$ cat src/rtl/load_store_unit.sv
// rtl/load_store_unit.sv - byte/half/word load-store unit with read-modify-write sub-word stores
// Optional misalignment/reserved-size faulting is enabled by defining LSU_MISALIGN_FAULT_EN.
module load_store_unit (
    input  logic        clk,
    input  logic        rst,
    input  logic        req_valid,
    output logic        req_ready,
    input  logic        req_we,
    input  logic [1:0]  req_size,
    input  logic        req_unsigned,
    input  logic [31:0] req_addr,
    input  logic [31:0] req_wdata,
    output logic        resp_valid,
    output logic [31:0] resp_data,
    output logic        resp_fault,
    output logic        mem_req,
    output logic        mem_we,
    output logic [29:0] mem_addr,
    output logic [31:0] mem_wdata,
    input  logic        mem_ack,
    input  logic [31:0] mem_rdata
);

    typedef enum logic [2:0] {IDLE, READ, RMW_READ, WRITE, RESP} state_t;

    state_t      state;
    logic [1:0]  size_q;
    logic        unsigned_q;
    logic [1:0]  lane_q;
    logic [31:0] wdata_q;
    logic        is_fault;

    always_comb begin
        is_fault = 1'b0;
`ifdef LSU_MISALIGN_FAULT_EN
        is_fault = (req_size == 2'b11)
                 | ((req_size == 2'b01) & req_addr[0])
                 | ((req_size == 2'b10) & (req_addr[1:0] != 2'b00));
`endif
    end

    assign req_ready = (state == IDLE) && !rst;

    // size[1] set means a full word (reserved size 11 behaves as word when not faulted).
    function automatic logic [31:0] extract(input logic [31:0] word, input logic [1:0] size,
                                            input logic [1:0] lane, input logic uns);
        logic [7:0]  b;
        logic [15:0] h;
        case (lane)
            2'd0:    b = word[7:0];
            2'd1:    b = word[15:8];
            2'd2:    b = word[23:16];
            default: b = word[31:24];
        endcase
        h = lane[1] ? word[31:16] : word[15:0];
        if (size[1])
            extract = word;
        else if (size[0])
            extract = {{16{h[15] & ~uns}}, h};
        else
            extract = {{24{b[7] & ~uns}}, b};
    endfunction

    function automatic logic [31:0] merge(input logic [31:0] word, input logic [1:0] size,
                                          input logic [1:0] lane, input logic [31:0] wdata);
        merge = word;
        if (size[0]) begin
            if (lane[1]) merge[31:16] = wdata[15:0];
            else         merge[15:0]  = wdata[15:0];
        end else begin
            case (lane)
                2'd0:    merge[7:0]   = wdata[7:0];
                2'd1:    merge[15:8]  = wdata[7:0];
                2'd2:    merge[23:16] = wdata[7:0];
                default: merge[31:24] = wdata[7:0];
            endcase
        end
    endfunction

    always_ff @(posedge clk) begin
        if (rst) begin
            state      <= IDLE;
            size_q     <= 2'b00;
            unsigned_q <= 1'b0;
            lane_q     <= 2'b00;
            wdata_q    <= 32'h0;
            resp_valid <= 1'b0;
            resp_data  <= 32'h0;
            resp_fault <= 1'b0;
            mem_req    <= 1'b0;
            mem_we     <= 1'b0;
            mem_addr   <= 30'h0;
            mem_wdata  <= 32'h0;
        end else begin
            case (state)
                IDLE: begin
                    resp_valid <= 1'b0;
                    if (req_valid) begin
                        size_q     <= req_size;
                        unsigned_q <= req_unsigned;
                        lane_q     <= req_addr[1:0];
                        wdata_q    <= req_wdata;
                        if (is_fault) begin
                            resp_valid <= 1'b1;
                            resp_fault <= 1'b1;
                            resp_data  <= 32'h0;
                            state      <= RESP;
                        end else begin
                            mem_addr <= req_addr[31:2];
                            mem_req  <= 1'b1;
                            if (!req_we) begin
                                mem_we <= 1'b0;
                                state  <= READ;
                            end else if (req_size[1]) begin
                                mem_we    <= 1'b1;
                                mem_wdata <= req_wdata;
                                state     <= WRITE;
                            end else begin
                                mem_we <= 1'b0;
                                state  <= RMW_READ;
                            end
                        end
                    end
                end
                READ: begin
                    if (mem_ack) begin
                        mem_req    <= 1'b0;
                        resp_data  <= extract(mem_rdata, size_q, lane_q, unsigned_q);
                        resp_fault <= 1'b0;
                        resp_valid <= 1'b1;
                        state      <= RESP;
                    end
                end
                RMW_READ: begin
                    // mem_req stays high so the write follows the read without a gap.
                    if (mem_ack) begin
                        mem_we    <= 1'b1;
                        mem_wdata <= merge(mem_rdata, size_q, lane_q, wdata_q);
                        state     <= WRITE;
                    end
                end
                WRITE: begin
                    if (mem_ack) begin
                        mem_req    <= 1'b0;
                        mem_we     <= 1'b0;
                        resp_data  <= 32'h0;
                        resp_fault <= 1'b0;
                        resp_valid <= 1'b1;
                        state      <= RESP;
                    end
                end
                RESP: begin
                    resp_valid <= 1'b0;
                    state      <= IDLE;
                end
                default: state <= IDLE;
            endcase
        end
    end

endmodule
$ cat config.mk
export PLATFORM = sky130hd
export DESIGN_NAME = load_store_unit
export DESIGN_NICKNAME = d
export VERILOG_FILES = /design/src/rtl/load_store_unit.sv
export SDC_FILE = /design/constraint.sdc
export NUM_CORES = 1
export LEC_CHECK = 0
export ABC_AREA = 1
export CORE_UTILIZATION = 51
export DETAILED_ROUTE_END_ITERATION = 6
export PLACE_DENSITY = 0.84
export SLEW_MARGIN = 20
export SYNTH_ARGS = -nofsm -noshare
export SYNTH_HDL_FRONTEND = slang
export SYNTH_SLANG_ARGS = --single-unit
$ cat constraint.sdc
create_clock -name clk -period 2.8 [get_ports clk]
set_input_delay 0.28 -clock clk [delete_from_list [all_inputs] [get_ports clk]]
set_output_delay 0.28 -clock clk [all_outputs]
set_load 0.01 [all_outputs]
==> results.md <==
* Share of the synthesized area in the top cell type at between 30% and 40%
* Synth cell count leaders: nand2_1 (216), a21oi_1 (156), dfxtp_1 (121)
* Reg area at 0.00242 mm2
* Slew @ Worst Pin at ~0.84 ns
* Metal3 WL at about 2200 um
* Startpoint types: register
* CTS tree: built
* Max-Cap Viols at 0
* PostCTS Resize Cnt at 0
* Via count at approximately 7100
* Ys Warns at 0
* Top_reg_cell synth: dfxtp_1
* ANT nets after route at 0
* Post-Route Utilization at 74.1%
* Routed WL at 21200 um
* Die area at around 0.013 mm2
* Worst slew margin at 44.0%
* Ports at a little over 200
* Worst clock skew at 0.00853 ns
* CTS max path bufs at 2
* Synth Cell Area at about 0.0065 mm2
* Syn avg cell area at between 7 and 8 um2
* First-pass GRT wire length at 33100 um
* Clock insertion delay at the later pin of the skew report at roughly 0.42 ns
* Fill count at roughly 940
* Initial antenna violation count at 0
* Area of the multi-input gates at roughly 0.0034 mm2
* DR iter-0 viols at 870
* Min Hold Slack at 0.330 ns
* Global-route congestion overflow total at 0
* Most frequent cell after synthesis: nand2_1
* Max FO, Critical Path at 3
* IO Port Bufs at between 200 and 250
* Layout cells sized above 1 at roughly 11%
* Status: finished clean
* RSZ-0062 raised after global routing: false
* P&R area growth vs syn at 39.5%
* Post-DP HPWL at roughly 15000 um
* Number of nets in the layout at 1179
* Metal1 wirelength at between 9000 and 10000 um
* Req. time, crit path at about 2.5 ns
* Distinct cells, synth at 37
* FF-to-FF End: mem_wdata[0]
* Depth of the worst register-to-register path at 7
* Leak at around 3.4 nW
* Met2 WL at 9300 um
* Mapped Cells at between 900 and 1000
* DRT Pass-1 Iters at 5
* Syn Nets at around 1000
* Number of synthesized flops with an enable pin at 0
* Via density at between 5 and 6
* Residual DRC at 0
* Max VDD drop at 439 uV
* Pin count of the biggest net entering global routing at 62
* Count of final hold-check violations at 0
* Synth area leader: dfxtp_1
* # setup viols final at 0
* Hold EP: mem_wdata[27]
* Num CTS Buffers at 17
* CTS sink cnt at around 120
* DR top layer: met4
* Max Fclk at ~480 MHz
* Hold path cells at 2
* DP Area at about 0.0084 mm2
* Cts hold-fix bufs at 0
* Hold path startpoint: rst
* # rows at 40
* Post-CTS Setup Inserts at 0
* Number of antenna diodes at 0
* GRT Overall Usage at between 30 and 40%
* Final TNS setup at 0 ns
* Clk pin slew, worst setup/hold paths at ~0.05 ns
* Worst min path class: input pin to register
* Wire per inst at between 15 and 20 um
* Die Span Y at about 110 um
* Post-route cell area at 0.00901 mm2
* Sequential fraction of the synthesis area at between 30% and 40%
* Initial core utilization at a little over half
* Placer Congestion at 0.917
* Shortest period the worst path allows at around 2.1 ns
* Flops & latches, synth at about 120
* Placeable Area at around 0.012 mm2
* Ranking of synthesized cells by area: dfxtp_1 (38%), nand2_1 (13%), a21oi_1 (12%)
* Number of global-route vias before repair at between 6000 and 7000
* R2R setup slack at 0.82 ns
* Ys async rst share at 0%
* CP Class: register to primary output
* Tcrit/Tclk final at between 70% and 80%
* CP Capture Type: primary output
* RR Startpoint: state[1]
* Clock root buffer: clkbuf_16
* P per Cell Area at approximately 710 mW/mm2
* Worst EP arrival at ~1.8 ns
* CTS H-Tree Depth at 4
* Die X at about 110 um
* Final Max Slew Viols at 0
power breakdown:
part | internal (mW) | leakage (nW) | switching, mW | total, mW
registers | 1.93 | 0.991 | 0.146 | 2.08
clock network | 1.60 | 0.312 | 0.781 | 2.38
logic | 0.783 | 2.10 | 1.14 | 1.92
kinds of logic after synthesis:
kind of cell / Yosys count / share of synthesized area (%)
other: 1 / 0.0581
DFF: 121 / 37.5
and+or+nand+nor: 339 / 24.0
buffers and inverters: 140 / 10.5
AOI/OAI and AO/OA: 313 / 27.9
per-layer routing:
metal | vias to the layer above | GRT usage (%)
met5 | - | 0
met4 | 0 | 13.9
met3 | 53 | 7.99
met2 | 418 | 48.1
met1 | 3233 | 44.8
li1 | 3405 | -
metrics by stage:
step                      std cells  power, mW  setup slack (ns)
after floorplan                 914       3.31              1.42
after global routing           1255       6.65             0.667
after detailed placement       1224       3.97             0.770
after global placement         1224       3.96             0.803
after CTS                      1255       6.35             0.736
final                          1255       6.38             0.718
placed cells by master, fill, tap and decap left out, types with 3 or more instances in the layout:
master           instances
a211oi_2                 8
a21oi_1                156
a21oi_2                 18
buf_4                   15
bufinv_16                4
clkbuf_16               17
clkbuf_8                 5
clkdlybuf4s50_1        200
dfxtp_1                120
inv_1                   56
inv_2                    4
inv_4                    3
nand2_1                216
nand2_2                  9
nand3_1                 73
nand3_2                  7
nor2_1                  13
nor2_2                   3
nor2_8                   4
o2111ai_1                7
o211ai_1                15
o21ai_0                 85
o21ai_1                 14
o221ai_1                 6
or2_2                    9
worst max-delay path, cell delays in order, from the launching register on:
cell and delay, ns:
dfxtp_1 0.35, nor2_4 0.17, inv_4 0.08, nor3_1 0.19, clkdlybuf4s50_1 0.60
how the worst max path moves through the flow:
stage	slack, ns	start	to
after detailed placement	0.77	mem_ack	resp_data[6]
final	0.72	state[2]	req_ready
after CTS	0.74	state[2]	req_ready
after global routing	0.67	state[1]	mem_wdata[3]
after global placement	0.80	mem_ack	resp_data[6]
after floorplan	1.42	rst	req_ready
state kept, by name, indices dropped and copies added (netlist names):
name,cells
mem_wdata,32
resp_data,32
mem_addr,30
wdata_q,16
state,3
lane_q,2
size_q,2
mem_req,1
mem_we,1
resp_valid,1
unsigned_q,1
layout make-up:
cell class,count,share of cell area [%]
inverter,66,2.89
sequential,121,26.9
clock inverter,7,1.53
timing repair buffer,216,23.5
multi-input combinational,653,37.2
clock buffer,24,5.57
tap,168,2.33
Note: power is estimated with default switching activity, not from simulation.
